### src/rtl/piezo_pkg.sv
// piezo_pkg: alert classes, sequencer states and per-class beep pattern constants
// shared by the piezo alert scheduler and its tone generator.
package piezo_pkg;
    typedef enum logic [1:0] {CLS_NONE, CLS_MOVE, CLS_BATT, CLS_OVR} alert_cls_t;
    typedef enum logic [1:0] {IDLE, BEEP, GAP, REST} piezo_state_t;

    localparam int OVR_ON = 100, OVR_GAP = 100, OVR_REST = 200, OVR_N = 3;
    localparam int BATT_ON = 200, BATT_GAP = 200, BATT_REST = 1000, BATT_N = 2;
    localparam int MOVE_ON = 50, MOVE_GAP = 0, MOVE_REST = 2000, MOVE_N = 1;
    localparam int MAX_TICKS = 2000;

    function automatic int pat_ticks(input alert_cls_t cls, input piezo_state_t st);
        int on_t, gap_t, rest_t;
        on_t = cls == CLS_OVR ? OVR_ON : cls == CLS_BATT ? BATT_ON : MOVE_ON;
        gap_t = cls == CLS_OVR ? OVR_GAP : cls == CLS_BATT ? BATT_GAP : MOVE_GAP;
        rest_t = cls == CLS_OVR ? OVR_REST : cls == CLS_BATT ? BATT_REST : MOVE_REST;
        return st == BEEP ? on_t : st == GAP ? gap_t : rest_t;
    endfunction

    function automatic int beep_n(input alert_cls_t cls);
        return cls == CLS_OVR ? OVR_N : cls == CLS_BATT ? BATT_N : MOVE_N;
    endfunction
endpackage

### src/rtl/piezo_tone_gen.sv
// piezo_tone_gen: square-wave tone for the selected alert class; restarts high on
// enable rise or class change and holds everything cleared while disabled.
module piezo_tone_gen
    import piezo_pkg::*;
#(
    parameter int OVR_HALF = 12500,
    parameter int BATT_HALF = 25000,
    parameter int MOVE_HALF = 50000
) (
    input  logic       clk,
    input  logic       rst_n,
    input  logic       en,
    input  logic [1:0] sel,
    output logic       audio_o
);
    localparam int MAXH = OVR_HALF > BATT_HALF ? (OVR_HALF > MOVE_HALF ? OVR_HALF : MOVE_HALF)
                                               : (BATT_HALF > MOVE_HALF ? BATT_HALF : MOVE_HALF);
    localparam int W = $clog2(MAXH) < 1 ? 1 : $clog2(MAXH);

    logic [W-1:0] cnt, lim;
    logic [1:0] sel_q;
    logic on;

    assign lim = sel == CLS_OVR ? W'(OVR_HALF - 1) : sel == CLS_BATT ? W'(BATT_HALF - 1) : W'(MOVE_HALF - 1);

    always_ff @(posedge clk or negedge rst_n)
        if (!rst_n) begin
            cnt <= '0;
            sel_q <= '0;
            on <= 1'b0;
            audio_o <= 1'b0;
        end else if (!en) begin
            cnt <= '0;
            sel_q <= '0;
            on <= 1'b0;
            audio_o <= 1'b0;
        end else if (!on || sel != sel_q) begin
            cnt <= '0;
            sel_q <= sel;
            on <= 1'b1;
            audio_o <= 1'b1;
        end else if (cnt == lim) begin
            cnt <= '0;
            audio_o <= !audio_o;
        end else begin
            cnt <= cnt + W'(1);
        end
endmodule

### src/rtl/piezo_alert_sched.sv
// piezo_alert_sched: arbitrates over-speed/battery-low/moving alerts and sequences their
// beep patterns onto the differential piezo pins. PIEZO_MUTE_EN adds mute_req.
module piezo_alert_sched
    import piezo_pkg::*;
#(
    parameter int TICK_DIV = 50000,
    parameter int OVR_HALF = 12500,
    parameter int BATT_HALF = 25000,
    parameter int MOVE_HALF = 50000
) (
    input  logic       clk,
    input  logic       rst_n,
    input  logic       ovr_spd,
    input  logic       batt_low,
    input  logic       moving,
`ifdef PIEZO_MUTE_EN
    input  logic       mute_req,
`endif
    output logic       audio_o,
    output logic       audio_o_n,
    output logic [1:0] alert_cls,
    output logic       busy
);
    localparam int PW = $clog2(TICK_DIV);
    localparam int DW = $clog2(MAX_TICKS);

    piezo_state_t state, nxt_state;
    alert_cls_t cls, nxt_cls, win;
    logic [1:0] bc, nxt_bc;
    logic [PW-1:0] pre;
    logic [DW-1:0] dur;
    logic load, tick, expire, any_req, elig_batt, elig_move, mute_hit;

`ifdef PIEZO_MUTE_EN
    logic mute_batt, mute_move;
    assign mute_hit = mute_req && (cls == CLS_BATT || cls == CLS_MOVE);
    assign elig_batt = batt_low && !mute_batt;
    assign elig_move = moving && !mute_move;
    // A mute flag survives only while its request stays asserted.
    always_ff @(posedge clk or negedge rst_n)
        if (!rst_n) begin
            mute_batt <= 1'b0;
            mute_move <= 1'b0;
        end else begin
            mute_batt <= batt_low && (mute_batt || (mute_hit && cls == CLS_BATT));
            mute_move <= moving && (mute_move || (mute_hit && cls == CLS_MOVE));
        end
`else
    assign mute_hit = 1'b0;
    assign elig_batt = batt_low;
    assign elig_move = moving;
`endif

    assign win = ovr_spd ? CLS_OVR : elig_batt ? CLS_BATT : elig_move ? CLS_MOVE : CLS_NONE;
    assign any_req = ovr_spd || batt_low || moving;
    assign tick = pre == PW'(TICK_DIV - 1);
    assign expire = tick && dur == DW'(pat_ticks(cls, state) - 1);

    always_comb begin
        nxt_state = state;
        nxt_cls = cls;
        nxt_bc = bc;
        load = 1'b0;
        if (mute_hit) begin
            nxt_state = IDLE;
            nxt_cls = CLS_NONE;
            nxt_bc = 2'd0;
            load = 1'b1;
        end else if (state == IDLE) begin
            load = 1'b1;
            nxt_state = win != CLS_NONE ? BEEP : IDLE;
            nxt_cls = win;
            nxt_bc = win != CLS_NONE ? 2'd1 : 2'd0;
        end else if (win > cls) begin
            nxt_state = BEEP;
            nxt_cls = win;
            nxt_bc = 2'd1;
            load = 1'b1;
        end else if (state != BEEP && !any_req) begin
            nxt_state = IDLE;
            nxt_cls = CLS_NONE;
            nxt_bc = 2'd0;
            load = 1'b1;
        end else if (expire && state == BEEP) begin
            nxt_state = int'(bc) < beep_n(cls) ? GAP : REST;
            load = 1'b1;
        end else if (expire) begin
            nxt_state = win != CLS_NONE ? BEEP : IDLE;
            nxt_cls = win;
            nxt_bc = win == CLS_NONE ? 2'd0 : (state == GAP && win == cls) ? bc + 2'd1 : 2'd1;
            load = 1'b1;
        end
    end

    // Prescaler and duration restart on every state entry so each state lasts whole ticks.
    always_ff @(posedge clk or negedge rst_n)
        if (!rst_n) begin
            state <= IDLE;
            cls <= CLS_NONE;
            bc <= 2'd0;
            pre <= '0;
            dur <= '0;
        end else begin
            state <= nxt_state;
            cls <= nxt_cls;
            bc <= nxt_bc;
            pre <= (load || tick) ? '0 : pre + PW'(1);
            dur <= load ? '0 : tick ? dur + DW'(1) : dur;
        end

    piezo_tone_gen #(
        .OVR_HALF(OVR_HALF),
        .BATT_HALF(BATT_HALF),
        .MOVE_HALF(MOVE_HALF)
    ) u_tone (
        .clk(clk),
        .rst_n(rst_n),
        .en(nxt_state == BEEP),
        .sel(nxt_cls),
        .audio_o(audio_o)
    );

    assign audio_o_n = state == BEEP && !audio_o;
    assign alert_cls = cls;
    assign busy = state != IDLE;
endmodule

### config.mk
export PLATFORM = sky130hd
export DESIGN_NAME = piezo_alert_sched
export DESIGN_NICKNAME = d
export VERILOG_FILES = /design/src/rtl/piezo_pkg.sv /design/src/rtl/piezo_tone_gen.sv /design/src/rtl/piezo_alert_sched.sv
export SDC_FILE = /design/constraint.sdc
export NUM_CORES = 1
export LEC_CHECK = 0
export CAP_MARGIN = 20
export CORE_ASPECT_RATIO = 1.2
export CORE_MARGIN = 2
export CORE_UTILIZATION = 35
export DETAILED_ROUTE_END_ITERATION = 10
export PLACE_DENSITY_LB_ADDON = 0.15
export SYNTH_ARGS = -nofsm -noshare
export SYNTH_HDL_FRONTEND = slang
export SYNTH_SLANG_ARGS = --single-unit
### constraint.sdc
create_clock -name clk -period 4 [get_ports clk]
set_clock_uncertainty 0.05 [all_clocks]
set_input_delay 1.2 -clock clk [delete_from_list [all_inputs] [get_ports clk]]
set_output_delay 1.2 -clock clk [all_outputs]
set_load 0.03 [all_outputs]
==> results of run 1 <==
-- final timing paths --
path / startpoint / endpoint / depth (start not counted)
worst max-delay path: ovr_spd / u_tone.cnt[10] / 15
worst max register to register: state[1] / u_tone.cnt[10] / 15
worst min-delay path: pre[0] / pre[0] / 1
max in group asynchronous: rst_n / pre[10] / 2
worst min register to register: pre[0] / pre[0] / 1
min in group asynchronous: rst_n / u_tone.cnt[15] / 1
-- layer usage --
layer / GRT usage, % / share of wire [%] / vias up
li1: - / - / 1244
met1: 17.2 / 45 / 1146
met2: 25.2 / 50 / 29
met3: 2.44 / 2.5 / 10
met4: 7.79 / 3.0 / 0
met5: 0 / 0 / -
-- sequential cells by signal, summed over array words and instances, names as in the netlist --
signal,count
state,2
u_tone.sel_q,2
u_tone.on,1
u_tone.cnt,16
bc,2
pre,16
u_tone.audio_o,1
dur,11
alert_cls,2
-- worst max-delay path: cells and delay by family --
family	cells	cell delay [ns]
mux	2	0.54
simple gates	5	0.91
buf+inv	3	0.73
compound gates	3	0.33
fa+ha+maj	1	0.22
xor+xnor	1	0.15
-- where the power goes --
| group | switching [uW] | internal (uW) |
|---|---|---|
| Combinational | 513 | 440 |
| Sequential | 43.4 | 584 |
| Clock | 184 | 204 |
| Total | 740 | 1230 |
-- timing repair --
action	in CTS	in global routing
endpoints found under the setup margin	17	17
gates resized for setup	5	11
pin swaps	4	8
buffers inserted	2	1
-- final cells by class --
type                            count  area share [%]
Timing Repair Buffer               31            7.17
Clock inverter                      2            1.02
Sequential cell                    53            35.9
Multi-Input combinational cell    269            48.3
Clock buffer                        6            2.23
Inverter                           13            1.32
Tap cell                          120            4.06
-- cell families (layout without fill, tap and decap cells) --
group                    Yosys count  in the layout  synth area share [%]
flip-flops                        53             53                  41.6
AND/OR/NAND/NOR                  170            170                  27.0
AO/OA/AOI/OAI                     44             44                  10.9
XOR/XNOR                          44             44                  12.3
multiplexers                       4              4                  1.45
buffers and inverters             28             52                  4.00
adder cells (fa/ha/maj)            7              7                  2.75
-- per-stage QoR --
step / setup TNS, ns / instances / instance area (sq um) / util [%]
floorplan: 0 / 350 / 3190 / -
global placement: -7.56 / 483 / 3490 / 39.0
detailed placement: -7.92 / 483 / 3490 / 39.0
CTS: -0.00198 / 493 / 3650 / 40.8
global route: -0.124 / 494 / 3700 / 41.4
finish: 0 / 494 / 3700 / 41.4
-- layout by cell type (no fill, tap or decap), types with 2 or more instances in the layout --
cell type        count
nor3_1               9
nand4_1              5
xnor2_1             18
nand2b_1             2
and3_1              12
a21oi_1              5
nor4bb_1             2
or3_1                4
clkdlybuf4s50_1      7
nand4b_1             2
nor2b_1              6
o21a_1               2
a221oi_1             2
o21ai_1              4
a22o_1               2
nand3_1             18
o21ai_0             10
and2_1               2
nor3b_1              3
inv_1               12
nor2_2               6
dfrtp_1             53
nor2_1              59
xor2_1              25
clkbuf_8             6
a211oi_1             2
a31oi_1              2
or4_1                2
nand2_1             24
ha_1                 6
buf_4               21
==> out/metrics.cfg, run 1 <==
[worst_setup_path]
slowest_stage=clkdlybuf4s50_1
crit_path_max_incr_delay_ns=0.42
crit_fanout=16
reg2reg_setup_slack_ns=0.34
critPathArrivalTime_ns=4.09
endpoint_kind=flip-flop
crit_type=in2reg
cp.required_ns=4.20
cp_cell_sequence=clkdlybuf4s50_1 > or2_4 > ha_4 > nor2b_1 > o21ai_1 > and2_4 > mux2i_2 > a31oi_1 > mux2_4 > buf_4 > xor2_1 > and3_4 > o211ai_4 > buf_12 > nor2_1
start_kind=input port

[synth]
synth_cell_types=63
ys_ff_latch=53
yosys_warnings=0
post-synth-top-count-cell=nor2_1
synth.area.top_cells=dfrtp_1 (42%), nor2_1 (7.7%), xor2_1 (6.9%), xnor2_1 (4.9%), nand3_1 (2.8%)
netlist_area_sq_um=3190
ys_top_cells_by_count=nor2_1 (65), dfrtp_1 (53), xor2_1 (25)
yosys_most_used_dff=dfrtp_1
seq_area_frac_synth_pct=41.6
syn_nets=362
async_reset_ff_share_pct=100
synth.avg_cell_area_sq_um=9.11
yosys.area.top_type=dfrtp_1
synth_edf_count=0
synthCells=350
synth_top_area_share_pct=41.6

[timing]
worst_slew_pin_slew_ns=0.637
finalMaxSlewViolations=0
timing.hold.ws_ns=0.411
finalSetupViolCount=0
relSlewSlack_pct=57.5
max_freq_ghz=0.257
period_minus_slack_ns=3.89
grt_setup_unrepaired=true
min_period_over_period_pct=97.2
hold_viol=0
postLayoutSetupSlackWorst_ns=0.111

[placed_design]
hpwl_mm=4.84
gp_congestion=0.802
place_ws_ns=-0.486
io_buffers=9

[routing]
drc=0
ant_nets=0
drt_iter0_drc=113
wirelength_mm=6.66
wire_per_inst_microns=13.5
drtPass1Iterations=4
routed_via_density=4.92
vias=2429

[grt]
grt_pass1_vias=2420
grt_max_degree=30
antenna_found_initial=0
grt_overflow=0
grt_usage_pct=14.5
grt_pass1_wl_mm=11.5

[power_and_ir_drop]
irDropWorstVdd_mv=0.174
total_power_uw=1970
leakage_uw=0.00156
p_per_area_nw_per_um2=532

[die]
die_y_microns=109
initial_core_util_pct=35.7
coreArea_sq_um=8940
pin_count=10
dieArea_sq_um=9900
die_w_microns=91.1
rows=38

[clock_network]
cts_tree=built
hold_buffers=0
clk_pin_slew_ns=0.10
insertion_delay_ns=0.31
cts_buffer_depth=2
clock_sinks=53
root_buffer=clkbuf_8
cts-htree-levels=2
cts_buffers=5

[layout]
ff_latch_area_sq_um=1330
diodes=0
multi_input_area_sq_um=1790
syn2layout_area_growth_pct=15.9
fillerInstances=938
fin_nets=385
drive_above_1_share_pct=15.0

[worst_hold_path]
hold_path.class=reg2reg

[flow_run]
drv_cap=0

[outcome]
status=finished clean

(Power assumes the default switching activity.)
==> run 2, diff against run 1 <==
==> constraint.sdc (replaced) <==
create_clock -name clk -period 4.8 [get_ports clk]
set_clock_uncertainty 0.05 [all_clocks]
set_input_delay 1.44 -clock clk [delete_from_list [all_inputs] [get_ports clk]]
set_output_delay 1.44 -clock clk [all_outputs]
set_load 0.03 [all_outputs]
==> out/metrics.cfg, run 2 (synthesis results as in run 1) <==
[clock_network]
clk_pin_slew_ns=0.08
cts_buffers=5
clock_sinks=53
hold_buffers=0
insertion_delay_ns=0.31
cts-htree-levels=2
post_cts_resized=0
cts_buffer_depth=2
post_cts_buffers=0
cts_tree=built
root_buffer=clkbuf_8

[power_and_ir_drop]
leakage_uw=0.00145
total_power_uw=1360
irDropWorstVdd_mv=0.146
p_per_area_nw_per_um2=392

[timing]
finalMaxSlewViolations=0
min_period_over_period_pct=94.1
finalSetupViolCount=0
relSlewSlack_pct=57.3
period_minus_slack_ns=4.52
max_freq_ghz=0.221
final.setup.tns_ns=0
hold_viol=0
worst_slew_pin_slew_ns=0.640
grt_setup_unrepaired=false
postLayoutSetupSlackWorst_ns=0.282

[layout]
fillerInstances=948
syn2layout_area_growth_pct=8.67
multi_input_area_sq_um=1740
ff_latch_area_sq_um=1330
layout_commonest_cell=nor2_1
fin_nets=368
drive_above_1_share_pct=7.28
finalNonFillerCells=477
layout_common_cells=nor2_1 (65), dfrtp_1 (53), xor2_1 (25), nand2_1 (24)
reg_top3=pre (16), u_tone.cnt (16), dur (11)
diodes=0

[routing]
drc=0
wirelength_mm=6.40
drt_iter0_drc=80
vias=2393
drtPass1Iterations=4
wire_per_inst_microns=13.4
routed_via_density=5.02
ant_nets=0

[worst_setup_path]
crit_fanout=16
cp.required_ns=4.93
reg2reg_setup_slack_ns=0.77
critPathArrivalTime_ns=4.65
crit_type=in2reg
endpoint_kind=flip-flop
start_kind=input port

[placed_design]
io_buffers=9
hpwl_mm=4.62
gp_congestion=0.810
place_inst=469
place_ws_ns=-0.0633

[die]
dieArea_sq_um=9900
coreArea_sq_um=8940
pin_count=10
die_w_microns=91.1
rows=38
initial_core_util_pct=35.7
die_y_microns=109

[grt]
antenna_found_initial=0
grt_pass1_vias=2378
grt_usage_pct=14.1
grt_overflow=0
grt_pass1_wl_mm=11.2
grt_max_degree=30

[worst_hold_path]
hold_path.class=reg2reg

[flow_run]
drv_cap=0

[outcome]
status=finished clean

[run 2: changes by cell type in the layout (fill, tap and decap cells not counted), sizes merged]
cell,change
buf,-17
bufinv,-1
clkdlybuf4s50,+1
clkinv,+2
clkinvlp,-1
dlymetal6s2s,-1
[run 2: power breakdown]
| part | total [uW] | internal [uW] | switching [uW] |
|---|---|---|---|
| Clock | 246 | 101 | 144 |
| Sequential | 544 | 486 | 58.4 |
| Combinational | 568 | 212 | 356 |
[run 2: per-stage QoR]
| stage | cell area [sq um] | hold WS, ns | utilization (%) |
|---|---|---|---|
| after floorplan | 3190 | 0.383 | - |
| after global placement | 3380 | 0.402 | 37.8 |
| after detailed placement | 3380 | 0.409 | 37.8 |
| after CTS | 3470 | 0.421 | 38.8 |
| after global routing | 3470 | 0.446 | 38.8 |
| final | 3470 | 0.414 | 38.8 |
[run 2: critical path, cell delays in order]
cell	delay, ns
clkdlybuf4s50_1	0.43
or2_2	0.35
ha_1	0.34
nor2b_1	0.14
o21ai_0	0.09
and2_1	0.20
buf_4	0.16
a311oi_1	0.31
o311a_4	0.29
o2111a_1	0.21
o211ai_2	0.13
o211ai_4	0.46
nor2_1	0.10
[run 2: final cells by class]
cell class | count | share of cell area [%]
clock inverters | 2 | 0.289
clock buffers | 6 | 2.09
inverters | 13 | 1.41
flip-flops and latches | 53 | 38.3
well taps | 120 | 4.33
repair buffers | 14 | 3.54
multi-input cells | 269 | 50.1
[run 2: path summary, 6_finish.rpt]
| kind | depth (start not counted) | end | start |
|---|---|---|---|
| setup / recovery | 13 | u_tone.cnt[3] | batt_low |
| max in group asynchronous | 2 | dur[1] | rst_n |
| hold reg to reg | 1 | pre[0] | pre[0] |
| setup reg to reg | 13 | u_tone.cnt[3] | state[1] |
| min in group asynchronous | 1 | u_tone.cnt[6] | rst_n |
| hold / removal | 1 | pre[0] | pre[0] |
[run 2: routing by layer]
layer | vias to the layer above | global-route usage (%) | wire, microns
li1 | 1212 | - | -
met1 | 1143 | 16.7 | 2910
met2 | 28 | 24.8 | 3190
met3 | 10 | 2.79 | 163
met4 | 0 | 6.39 | 138
met5 | - | 0 | 0
